**src/rtl/mm_bus_pkg.sv**
```systemverilog
// Shared types and constants for the memory-mapped bus arbiter.
// Holds the FSM state encoding, bus widths and the default read-timeout data word.
package mm_bus_pkg;

    localparam int ADDR_W  = 32;
    localparam int DATA_W  = 32;
    localparam int BE_W    = 4;
    localparam int GRANT_W = 3;

    localparam logic [DATA_W-1:0] ERR_DATA_DEFAULT = 32'hDEADBEEF;

    typedef enum logic [1:0] {
        IDLE    = 2'd0,
        CMD     = 2'd1,
        RD_WAIT = 2'd2
    } state_t;

endpackage

```
**src/rtl/rr_arbiter.sv**
```systemverilog
// Combinational round-robin search over the request vector.
// Priority starts at the master after i_last and wraps upward; the pointer register lives in the caller.
module rr_arbiter #(
    parameter int N = 2
) (
    input  logic [N-1:0] i_req,
    input  logic [2:0]   i_last,
    output logic [N-1:0] o_onehot,
    output logic [2:0]   o_idx,
    output logic         o_valid
);

    always_comb begin
        o_valid  = 1'b0;
        o_idx    = i_last;
        o_onehot = '0;
        // Outer loop is the priority order, so the first hit is the nearest requester after i_last.
        for (int k = 0; k < N; k++) begin
            for (int j = 0; j < N; j++) begin
                if (!o_valid && i_req[j] && (((int'(i_last) + 1 + k) % N) == j)) begin
                    o_valid = 1'b1;
                    o_idx   = 3'(j);
                end
            end
        end
        for (int j = 0; j < N; j++) begin
            o_onehot[j] = o_valid && (o_idx == 3'(j));
        end
    end

endmodule

```
**src/rtl/mm_bus_arbiter.sv**
```systemverilog
// Shares one memory-mapped slave between NUM_MASTERS requesters, one transaction in flight.
// Round-robin grant, combinational accept handshake, registered read return with timeout.
//
// state   | meaning
// IDLE    | no transaction; arbitrate among requesters
// CMD     | command driven on slave port until s_waitrequest drops
// RD_WAIT | read accepted; waiting for s_readdatavalid or timeout
module mm_bus_arbiter
    import mm_bus_pkg::*;
#(
    parameter int                NUM_MASTERS = 2,
    parameter int                TIMEOUT     = 256,
    parameter logic [DATA_W-1:0] ERR_DATA    = ERR_DATA_DEFAULT
) (
    input  logic                          clk,
    input  logic                          reset,
    input  logic [ADDR_W*NUM_MASTERS-1:0] m_address,
    input  logic [NUM_MASTERS-1:0]        m_write,
    input  logic [DATA_W*NUM_MASTERS-1:0] m_writedata,
    input  logic [BE_W*NUM_MASTERS-1:0]   m_byteenable,
    input  logic [NUM_MASTERS-1:0]        m_read,
    output logic [NUM_MASTERS-1:0]        m_waitrequest,
    output logic [DATA_W-1:0]             m_readdata,
    output logic [NUM_MASTERS-1:0]        m_readdatavalid,
    output logic [NUM_MASTERS-1:0]        m_timeout,
    output logic [ADDR_W-1:0]             s_address,
    output logic                          s_write,
    output logic [DATA_W-1:0]             s_writedata,
    output logic [BE_W-1:0]               s_byteenable,
    output logic                          s_read,
    input  logic                          s_waitrequest,
    input  logic [DATA_W-1:0]             s_readdata,
    input  logic                          s_readdatavalid,
    output logic [GRANT_W-1:0]            grant,
    output logic                          busy
);

    localparam logic [31:0] TO_LAST = 32'(TIMEOUT - 1);

    state_t                   r_state;
    logic [ADDR_W-1:0]        r_addr;
    logic [DATA_W-1:0]        r_wdata;
    logic [BE_W-1:0]          r_be;
    logic                     r_op_wr;
    logic [GRANT_W-1:0]       r_grant;
    logic [DATA_W-1:0]        r_rdata;
    logic [NUM_MASTERS-1:0]   r_rdv;
    logic [NUM_MASTERS-1:0]   r_to;
    logic [31:0]              r_cnt;

    logic [NUM_MASTERS-1:0]   w_req;
    logic [NUM_MASTERS-1:0]   w_win_oh;
    logic [GRANT_W-1:0]       w_win_idx;
    logic                     w_win_valid;
    logic [NUM_MASTERS-1:0]   w_grant_oh;
    logic [ADDR_W-1:0]        w_sel_addr;
    logic [DATA_W-1:0]        w_sel_wdata;
    logic [BE_W-1:0]          w_sel_be;
    logic                     w_sel_wr;
    logic                     w_accept;

    // A master asserting both write and read gets the write; the read is dropped for that grant.
    assign w_req = m_write | m_read;

    rr_arbiter #(.N(NUM_MASTERS)) u_rr (
        .i_req    (w_req),
        .i_last   (r_grant),
        .o_onehot (w_win_oh),
        .o_idx    (w_win_idx),
        .o_valid  (w_win_valid)
    );

    always_comb begin
        w_sel_addr  = '0;
        w_sel_wdata = '0;
        w_sel_be    = '0;
        w_sel_wr    = 1'b0;
        for (int i = 0; i < NUM_MASTERS; i++) begin
            if (w_win_oh[i]) begin
                w_sel_addr  = m_address[ADDR_W*i +: ADDR_W];
                w_sel_wdata = m_writedata[DATA_W*i +: DATA_W];
                w_sel_be    = m_byteenable[BE_W*i +: BE_W];
                w_sel_wr    = m_write[i];
            end
        end
    end

    assign w_accept = (r_state == CMD) && !s_waitrequest && !reset;

    always_comb begin
        w_grant_oh    = '0;
        m_waitrequest = '1;
        for (int j = 0; j < NUM_MASTERS; j++) begin
            w_grant_oh[j]    = (r_grant == 3'(j));
            m_waitrequest[j] = !(w_accept && (r_grant == 3'(j)));
        end
    end

    always_ff @(posedge clk) begin
        if (reset) begin
            r_state <= IDLE;
            r_addr  <= '0;
            r_wdata <= '0;
            r_be    <= '0;
            r_op_wr <= 1'b0;
            r_grant <= 3'(NUM_MASTERS - 1);
            r_rdata <= '0;
            r_rdv   <= '0;
            r_to    <= '0;
            r_cnt   <= '0;
        end else begin
            r_rdv <= '0;
            r_to  <= '0;
            case (r_state)
                IDLE: begin
                    if (w_win_valid) begin
                        r_addr  <= w_sel_addr;
                        r_wdata <= w_sel_wdata;
                        r_be    <= w_sel_be;
                        r_op_wr <= w_sel_wr;
                        r_grant <= w_win_idx;
                        r_state <= CMD;
                    end
                end
                CMD: begin
                    if (!s_waitrequest) begin
                        r_cnt   <= '0;
                        r_state <= r_op_wr ? IDLE : RD_WAIT;
                    end
                end
                RD_WAIT: begin
                    r_cnt <= r_cnt + 32'd1;
                    // A real response in the same cycle as expiry wins over the timeout.
                    if (s_readdatavalid) begin
                        r_rdata <= s_readdata;
                        r_rdv   <= w_grant_oh;
                        r_state <= IDLE;
                    end else if ((TIMEOUT != 0) && (r_cnt == TO_LAST)) begin
                        r_rdata <= ERR_DATA;
                        r_rdv   <= w_grant_oh;
                        r_to    <= w_grant_oh;
                        r_state <= IDLE;
                    end
                end
                default: r_state <= IDLE;
            endcase
        end
    end

    assign s_address       = r_addr;
    assign s_writedata     = r_wdata;
    assign s_byteenable    = r_be;
    assign s_write         = (r_state == CMD) && r_op_wr;
    assign s_read          = (r_state == CMD) && !r_op_wr;
    assign grant           = r_grant;
    assign busy            = (r_state != IDLE);
    assign m_readdata      = r_rdata;
    assign m_readdatavalid = r_rdv;
    assign m_timeout       = r_to;

endmodule

```
**config.mk**
```make
export PLATFORM = sky130hd
export DESIGN_NAME = mm_bus_arbiter
export DESIGN_NICKNAME = d
export VERILOG_FILES = /design/src/rtl/mm_bus_pkg.sv /design/src/rtl/rr_arbiter.sv /design/src/rtl/mm_bus_arbiter.sv
export SDC_FILE = /design/constraint.sdc
export NUM_CORES = 1
export LEC_CHECK = 0
export CAP_MARGIN = 0
export CORE_ASPECT_RATIO = 0.6
export CORE_MARGIN = 2
export CORE_UTILIZATION = 38
export CTS_CLUSTER_DIAMETER = 40
export DETAILED_ROUTE_END_ITERATION = 10
export PLACE_DENSITY_LB_ADDON = 0.15
export SKIP_CTS_REPAIR_TIMING = 1
export SYNTH_ARGS = -nofsm -noshare
export SYNTH_HDL_FRONTEND = slang
export SYNTH_HIERARCHICAL = 1
export SYNTH_SLANG_ARGS = --single-unit
```
**constraint.sdc**
```tcl
create_clock -name clk -period 2.1 [get_ports clk]
set_input_delay 0.42 -clock clk [delete_from_list [all_inputs] [get_ports clk]]
set_output_delay 0.42 -clock clk [all_outputs]
set_load 0.1 [all_outputs]
```
* Word-level counts from Yosys, hierarchy flattened
Cells that the tools add are included. Widths: inputs -> output; s select.
Word-level totals: input bits 176, register bits 142, output and inout port bits 112, word-level logic and storage cells 92
Cells by class: reductions and logical operators 37, multiplexer cells 28, bitwise logic cells 4, equality and inequality tests 10, add/subtract/negate cells 3
Operators with widths (count):
- $mux 32 | 7
- $logic_not 32->1 | 2
- $pmux 32 s2 | 1
- $add 32x1->32 const B | 1
- $add 32x2->32 const B | 1
- $eq 32x8->1 const B | 1
- $logic_and 1x1->1 | 15
- $mux 2 | 7
- $mux 3 | 4
- $logic_not 1->1 | 8
- $mux 4 | 2
- $eq 2x2->1 const B | 3
- $eq 3x1->1 const B | 2
- $logic_not 3->1 | 2
- $mux 1 | 6
- $pmux 2 s3 | 1
- $reduce_and 2->1 | 3
- $reduce_bool 2->1 | 3
- $add 3x1->4 const B | 1
- $ne 3x3->1 const B | 1
- $reduce_and 3->1 | 1
- $reduce_or 3->1 | 1
- $eq 2x1->1 const B | 1
- $logic_not 2->1 | 1
- 7 further kinds | 7

* Logic depth before layout (Yosys ltp)
Gate-level depths: netlist (run 1).
word-level depth 21, gate-level depth with buffers 8, mapped depth without buffers 7

* Hierarchy
Netlist (run 1), hierarchy kept.
Modules (own cells, without submodules):
- mm_bus_arbiter | instances 1, area an instance 6533.8 sq um, sequential area each 2842.7 sq um, cells an instance 764
- rr_arbiter | instances 1, area an instance 58.8 sq um, sequential area each 0.0 sq um, cells an instance 10

* Worst setup path before layout (run 1)
No wires, ideal clock.
path type reg2out, from reg r_state[1], to out s_read, buffers on the path 1, data required time 1.680 ns, arrival time 2.695 ns, stages on the path, launching flop included 3, slack -1.015 ns, cell sequence dfxtp_1 -> buf_2 -> nor3b_1
Between the ends: longest elaborated chain between the ends 2
RTL lines:
- start, declared | line mm_bus_arbiter.sv:40 | state_t r_state;
- start signal, assigned | line mm_bus_arbiter.sv:128 | r_state <= r_op_wr ? IDLE : RD_WAIT;
- $eq 2x1->1 | line mm_bus_arbiter.sv:154 | assign s_read = (r_state == CMD) && !r_op_wr;
- $logic_and 1x1->1 | line mm_bus_arbiter.sv:154
- end, declared | line mm_bus_arbiter.sv:30 | output logic s_read,
No other way between the ends.

* Worst setup path in the final report (run 1)
from reg r_state[0], to out m_waitrequest[1]
Between the ends: longest elaborated chain between the ends 5
RTL lines:
- $eq 2x1->1 | line mm_bus_arbiter.sv:88 | assign w_accept = (r_state == CMD) && !s_waitrequest && !reset;
- $logic_and 1x1->1 (2 in series) | line mm_bus_arbiter.sv:88
- $logic_and 1x1->1 | line mm_bus_arbiter.sv:95 | m_waitrequest[j] = !(w_accept && (r_grant == 3'(j)));
- $logic_not 1->1 | line mm_bus_arbiter.sv:95
- end, declared | line mm_bus_arbiter.sv:22 | output logic [NUM_MASTERS-1:0] m_waitrequest,
No other way between the ends.

==> run metrics, run 1 <==
syn avg cell area=8.52 sq um; CTS buffer count=17; syn nets=951; Yosys warnings=6; core area=0.0171 sq mm; Initial Util=38.6%; die height=106 um; met3 WL post-DR=1440 um; Worst-Skew Late Latency=0.42 ns; routed length on met1=10900 um; Layout area overhead=57.9%; crit path to=m_waitrequest[1]; antenna diode count=0; Placer Congestion=0.812; Flop pwr share=32.6%; startpoint types=register; Pint=5670 uW; WS Path Type=reg2out; RSZ-0062 raised after global routing=false; post-synthesis instance total=774; Synth cell types=54; final hold vios=0; CP Capture Type=output pin; Layout Utilization=61.0%; drt wl/cell=17.2 um; All-Layer GR Usage=24.2%; origin of the worst setup path=r_state[0]; CTS tree=done; max cap viols=0; H-tree levels=4; Slew @ Worst Pin=0.536 ns; GRT Residual Overflow=0; die width=174 um; final wirelength=22600 um; sw frac=38.7%; # fillers=1495; minimum clock period=2.02 ns; crit-path most repeated cell=buf_4; R2R depth=4; flops & latches, synth=142; combinational power share=34.6%; fin. max-slew vios=0; clock sink count=142; number of synthesized flops with an enable pin=0; PwrDens=888 mW/mm^2; area leader, netlist=dfxtp_1; Reg-to-Reg End=r_cnt[31]; Post-DRT Antenna Nets=0; status=complete, no violations; endpoints failing setup=0; Slew Limit Headroom=64.2%; CTS Root Cell=clkbuf_16; PortBufs=287; Post-Syn Area=0.00659 sq mm; FF+latch area=0.00285 sq mm; Post-synth ARST share=0%; DRC viols=0; CP cell instances=buf_4, nor3b_1, buf_4, nand3_2, buf_12; Crit path largest cell delay=0.34 ns; Max Freq=496 MHz; Setup TNS Final=0 ns; Final period util=96.0%; DR WL met2=9990 um; maximum root-to-sink buffer count=2; VDD IR max=0.520 mV; Synth Flop Type=dfxtp_1; startpoint of the worst register-to-register path=r_cnt[6]; initial antenna violation count=0; Final nets=1246; crit path max fanout=8; layout cells sized above 1=23.6%; number of global-route vias before repair=6568; top-area cell type share of the netlist area=43.1%; Vias=7143; arrival time at the worst endpoint=1.60 ns; Die Area=0.0185 sq mm; multi-input logic area=0.00335 sq mm; global-route wire length before repair=35700 um; drt via density=5.43; clock slew at reported path FFs=0.06 ns; top cells by area, synth=dfxtp_1, a221oi_1, nor3_1, nor2_1, nand2_1; Pleak=0.00410 uW; Clock Skew=0.0114 ns; Switching Power=3580 uW; uppermost routed layer=met4; Worst R2R Setup Slack=0.13 ns; Slowest-stage cell, CP=dfxtp_1; hpwl dp=16400 um; CP required=1.68 ns; Pre-antenna DRT Iters=5; largest net degree at the start of global routing=88; Seq/Total Area, Yosys=43.1%; Clk pwr share=32.8%; I/O Pins=288; row count=37; DRT iter0 DRCs=503; HP Class=in2reg
layer usage:
metal	up-vias	track usage [%]
met3	25	5.62
met2	245	37.4
met1	3379	34.1
li1	3494	-
met4	0	5.82
met5	-	0
worst min path at each step:
stage | end | slack (ns) | cells after the start | from
2_1_floorplan | r_cnt[1] | 0.48 | 2 | r_cnt[1]
3_3_place_gp | m_readdata[1] | 0.47 | 2 | m_readdata[1]
3_5_place_dp | m_readdata[5] | 0.47 | 2 | m_readdata[5]
4_1_cts | m_readdatavalid[0] | 0.39 | 4 | reset
5_1_grt | m_readdatavalid[0] | 0.40 | 4 | reset
6_report | m_readdatavalid[0] | 0.41 | 4 | reset
cells in the final DEF, fill, tap and decap left out, types with 3 or more instances in the layout:
cell,n
clkdlybuf4s50_1,174
nor2_1,86
nor3_1,78
nand3_1,18
clkinvlp_4,5
nand3_2,3
a31oi_1,9
o31ai_1,30
inv_6,5
or2_2,3
dfxtp_2,3
buf_4,159
a211oi_1,9
nor4_1,8
inv_1,32
nand2_1,64
and3_1,6
mux2_2,4
clkbuf_16,17
a211oi_2,18
and4_1,6
dfxtp_1,139
or3_1,8
nand3b_1,3
a21oi_1,28
o311ai_0,10
nand4_1,8
a221oi_1,67
buf_12,14
and2_1,8
or4_1,8
o211ai_1,8
final cells by class:
type	count	share of cell area, %
Clock buffer	18	4.12
Multi-Input combinational cell	529	32.2
Tap cell	234	2.81
Clock inverter	14	1.49
Sequential cell	142	27.3
Timing Repair Buffer	347	30.9
Inverter	32	1.15
sequential cells by signal, indices dropped and copies added, names as in the netlist:
| signal | flops |
|---|---|
| r_op_wr | 1 |
| m_timeout | 2 |
| r_state | 2 |
| m_readdata | 32 |
| grant | 3 |
| m_readdatavalid | 2 |
| s_address | 32 |
| r_cnt | 32 |
| s_writedata | 32 |
| s_byteenable | 4 |
Yosys cell counts (4+ instances only):
master and number:
a211oi_1 9, a211oi_2 18, a21oi_1 28, a221oi_1 67
a31oi_1 9, and2_1 9, and3_1 7, and4_1 6
buf_1 4, buf_2 7, buf_6 5, clkbuf_1 55
dfxtp_1 142, inv_1 32, mux2_2 4, nand2_1 65
nand3_1 19, nand4_1 8, nor2_1 86, nor3_1 78
nor4_1 8, o211ai_1 8, o311ai_0 10, o31ai_1 30
or3_1 8, or4_1 8
worst max-delay path: cells and delay by family (launching register included):
kind	cells	cell delay, ns
buf+inv	3	0.52
flops	1	0.34
simple gates	2	0.32
power groups by stage:
stage	registers [uW]	clock network [uW]	logic [uW]
global placement	3060	0	3200
floorplan	4420	0	759
CTS	3010	3070	3210
global route	3040	3210	3350
detailed placement	3070	0	3200
finish	3010	3030	3200
cell families after synthesis:
logic type                 share of synthesized area (%)
AOI/OAI and AO/OA                                   23.3
muxes                                               1.16
DFF                                                 43.1
and+or+nand+nor                                     25.6
buffers and inverters                               6.57
adders and majority gates                          0.190
through the flow:
step	cells	power (uW)	setup WS [ns]	hold WS, ns	area [sq um]
3_3_place_gp	1284	6260	-0.260	0.466	9830
3_5_place_dp	1284	6270	-0.252	0.469	9830
2_1_floorplan	774	5180	0.00250	0.477	6610
5_1_grt	1316	9600	0.00133	0.402	10400
6_report	1316	9250	0.0849	0.407	10400
4_1_cts	1316	9300	0.0742	0.386	10400
Note: power is estimated with default switching activity, not from simulation.
==> run 2: changes to the inputs <==
CAP_MARGIN = 25   (was 0)
==> results of run 2 <==
No change in the layout: final DEF, timing and power equal those of run 1.
==> run 3: changes to the inputs <==
CORE_UTILIZATION = 39   (was 38)
CTS_BUF_LIST = sky130_fd_sc_hd__clkbuf_4 sky130_fd_sc_hd__clkbuf_8   (was unset)
==> run 3 against run 2 <==
First-iteration DRC count down 1.4%. Wire length down 3.7%. Sequential share of layout area increased by 0.88 points. Sequential power hardly changed. Critical path depth down 2. Clock skew increased by 0.0068 ns. Count of clock-buffer cells in the layout up 2. Final cell count shrank 2.2%. Flip-flop and latch count unchanged. Cell area is 3.1% lower. Highest routed layer unchanged.
==> run metrics, run 3 (synthesis results as in run 1) <==
Die Area=0.0180 sq mm (-2.5%); Clock Skew=0.0182 ns (+0.00682 ns); Worst R2R Setup Slack=0.16 ns (+0.03 ns); Final nets=1223 (-1.8%); CP Capture Type=output pin; H-tree levels=4 (unchanged); Max Freq=494 MHz (-0.48%); HP Class=in2reg; startpoint of the worst register-to-register path=r_cnt[0]; PwrDens=827 mW/mm^2 (-6.9%); minimum clock period=2.02 ns (+0.00967 ns); endpoints failing setup=0 (unchanged); core area=0.0164 sq mm (-4.0%); min-delay src=reset; DRT iter0 DRCs=496 (-1.4%); Reg-to-Reg End=r_cnt[30]; CTS tree=done; drt via density=5.44 (+0.29%); worst hold slack=0.292 ns (-0.115 ns); hold path depth=2 (-2); FF+latch area=0.00285 sq mm (about the same); Vias=7006 (-1.9%); Slowest-stage cell, CP=dfxtp_2; hpwl dp=15300 um (-6.5%); Layout Utilization=61.6% (+0.60 points); R2R depth=6 (+2); maximum root-to-sink buffer count=2 (unchanged); Cells after DPL=1254 (-2.3%); Post-DRT Antenna Nets=0 (unchanged); CP cell instances=nor4_1, nand2_1, buf_12; die height=105 um (-1.2%); Final period util=96.4% (+0.46 points); row count=36 (-2.7%); origin of the worst setup path=grant[0]; All-Layer GR Usage=23.6% (-0.61 points); Hold Path End=r_cnt[22]; Worst-Skew Late Latency=0.45 ns (+0.03 ns); Initial Util=40.2% (+1.6 points); antenna diode count=0 (unchanged); CTS buffer count=17 (unchanged); Crit path largest cell delay=0.40 ns (+0.06 ns); initial antenna violation count=0 (unchanged); Pleak=0.00392 uW (-4.3%); # fillers=1484 (-0.74%); RSZ-0062 raised after global routing=false; max cap viols=0 (unchanged); Placer Congestion=0.823 (+1.4%); fin worst setup slack=0.0753 ns (-0.00967 ns); layout cells sized above 1=22.2% (-1.4 points); GRT Residual Overflow=0 (unchanged); final hold vios=0 (unchanged); Layout area overhead=53.1%; drt wl/cell=16.9 um (-1.6%); Pre-antenna DRT Iters=5 (unchanged); final non-filler cell total=1287 (-2.2%); commonest non-fill, non-tap cell in the layout=clkdlybuf4s50_1; Place WS=-0.139 ns (+0.113 ns); final wirelength=21700 um (-3.7%); arrival time at the worst endpoint=1.60 ns (about the same); number of global-route vias before repair=6449 (-1.8%); WS Path Type=reg2out; most frequent cells in the layout=clkdlybuf4s50_1, dfxtp_1, buf_4; I/O Pins=288 (unchanged); largest net degree at the start of global routing=63 (-28%); Slew @ Worst Pin=0.529 ns (-0.00680 ns); status=complete, no violations; clock slew at reported path FFs=0.09 ns (+0.03 ns); CP required=1.68 ns (about the same); multi-input logic area=0.00336 sq mm (+0.15%); global-route wire length before repair=33900 um (-5.1%); crit path max fanout=8 (unchanged); Slew Limit Headroom=64.4% (+0.13 points); CTS Root Cell=clkbuf_8; clock sink count=142 (unchanged); PortBufs=287 (unchanged); VDD IR max=0.513 mV (-1.3%); fin. max-slew vios=0 (unchanged); startpoint types=register; die width=172 um (-1.3%); DRC viols=0 (unchanged)
==> run 3: changes by cell type in the layout (fill, tap and decap cells not counted), sizes merged <==
cell,change
clkinvlp,-2
bufinv,-1
clkbuf,+2
inv,+1
buf,-23
==> run 3: worst max-delay path by stage <==
stage,slack [ns],depth (start not counted),to
after floorplan,0.003,2,s_read
after global placement,-0.16,7,s_writedata[14]
after detailed placement,-0.14,8,s_writedata[26]
after CTS,0.05,3,m_waitrequest[0]
after global routing,0.0005,3,m_waitrequest[0]
final,0.08,3,m_waitrequest[0]
==> run 3: layer usage <==
metal  wire, um  up-vias  track usage, %
met1      10200     3275            32.7
met2       9480      256            35.9
li1           -     3445               -
met5          0        -               0
met3       1660       30            5.80
met4        403        0            7.38
==> run 3: cell type report <==
cell class	instances	share of cell area, %
Timing Repair Buffer	324	30.5
Inverter	32	1.19
Clock buffer	20	2.73
Clock inverter	12	1.24
Sequential cell	142	28.2
Tap cell	228	2.83
Multi-Input combinational cell	529	33.3
==> run 3: critical path: cells and delay by family, from the launching register on <==
family | cells | cell delay [ns]
AND/OR/NAND/NOR | 2 | 0.57
flip-flops | 1 | 0.40
buffers and inverters | 1 | 0.20
==> run 3: metrics by stage <==
step | power [uW] | area [sq um] | TNS [ns]
2_1_floorplan | 5180 | 6610 | 0
3_3_place_gp | 6170 | 9680 | -5.09
3_5_place_dp | 6180 | 9680 | -6.09
4_1_cts | 8420 | 10100 | 0
5_1_grt | 8690 | 10100 | 0
6_report | 8350 | 10100 | 0
==> run 3: power breakdown <==
group / total (uW) / switching [uW] / leakage (uW) / internal, uW
logic: 3110 / 2170 / 0.00256 / 941
clock network: 2230 / 1170 / 0.000195 / 1060
registers: 3010 / 117 / 0.00116 / 2890
total: 8350 / 3450 / 0.00392 / 4890
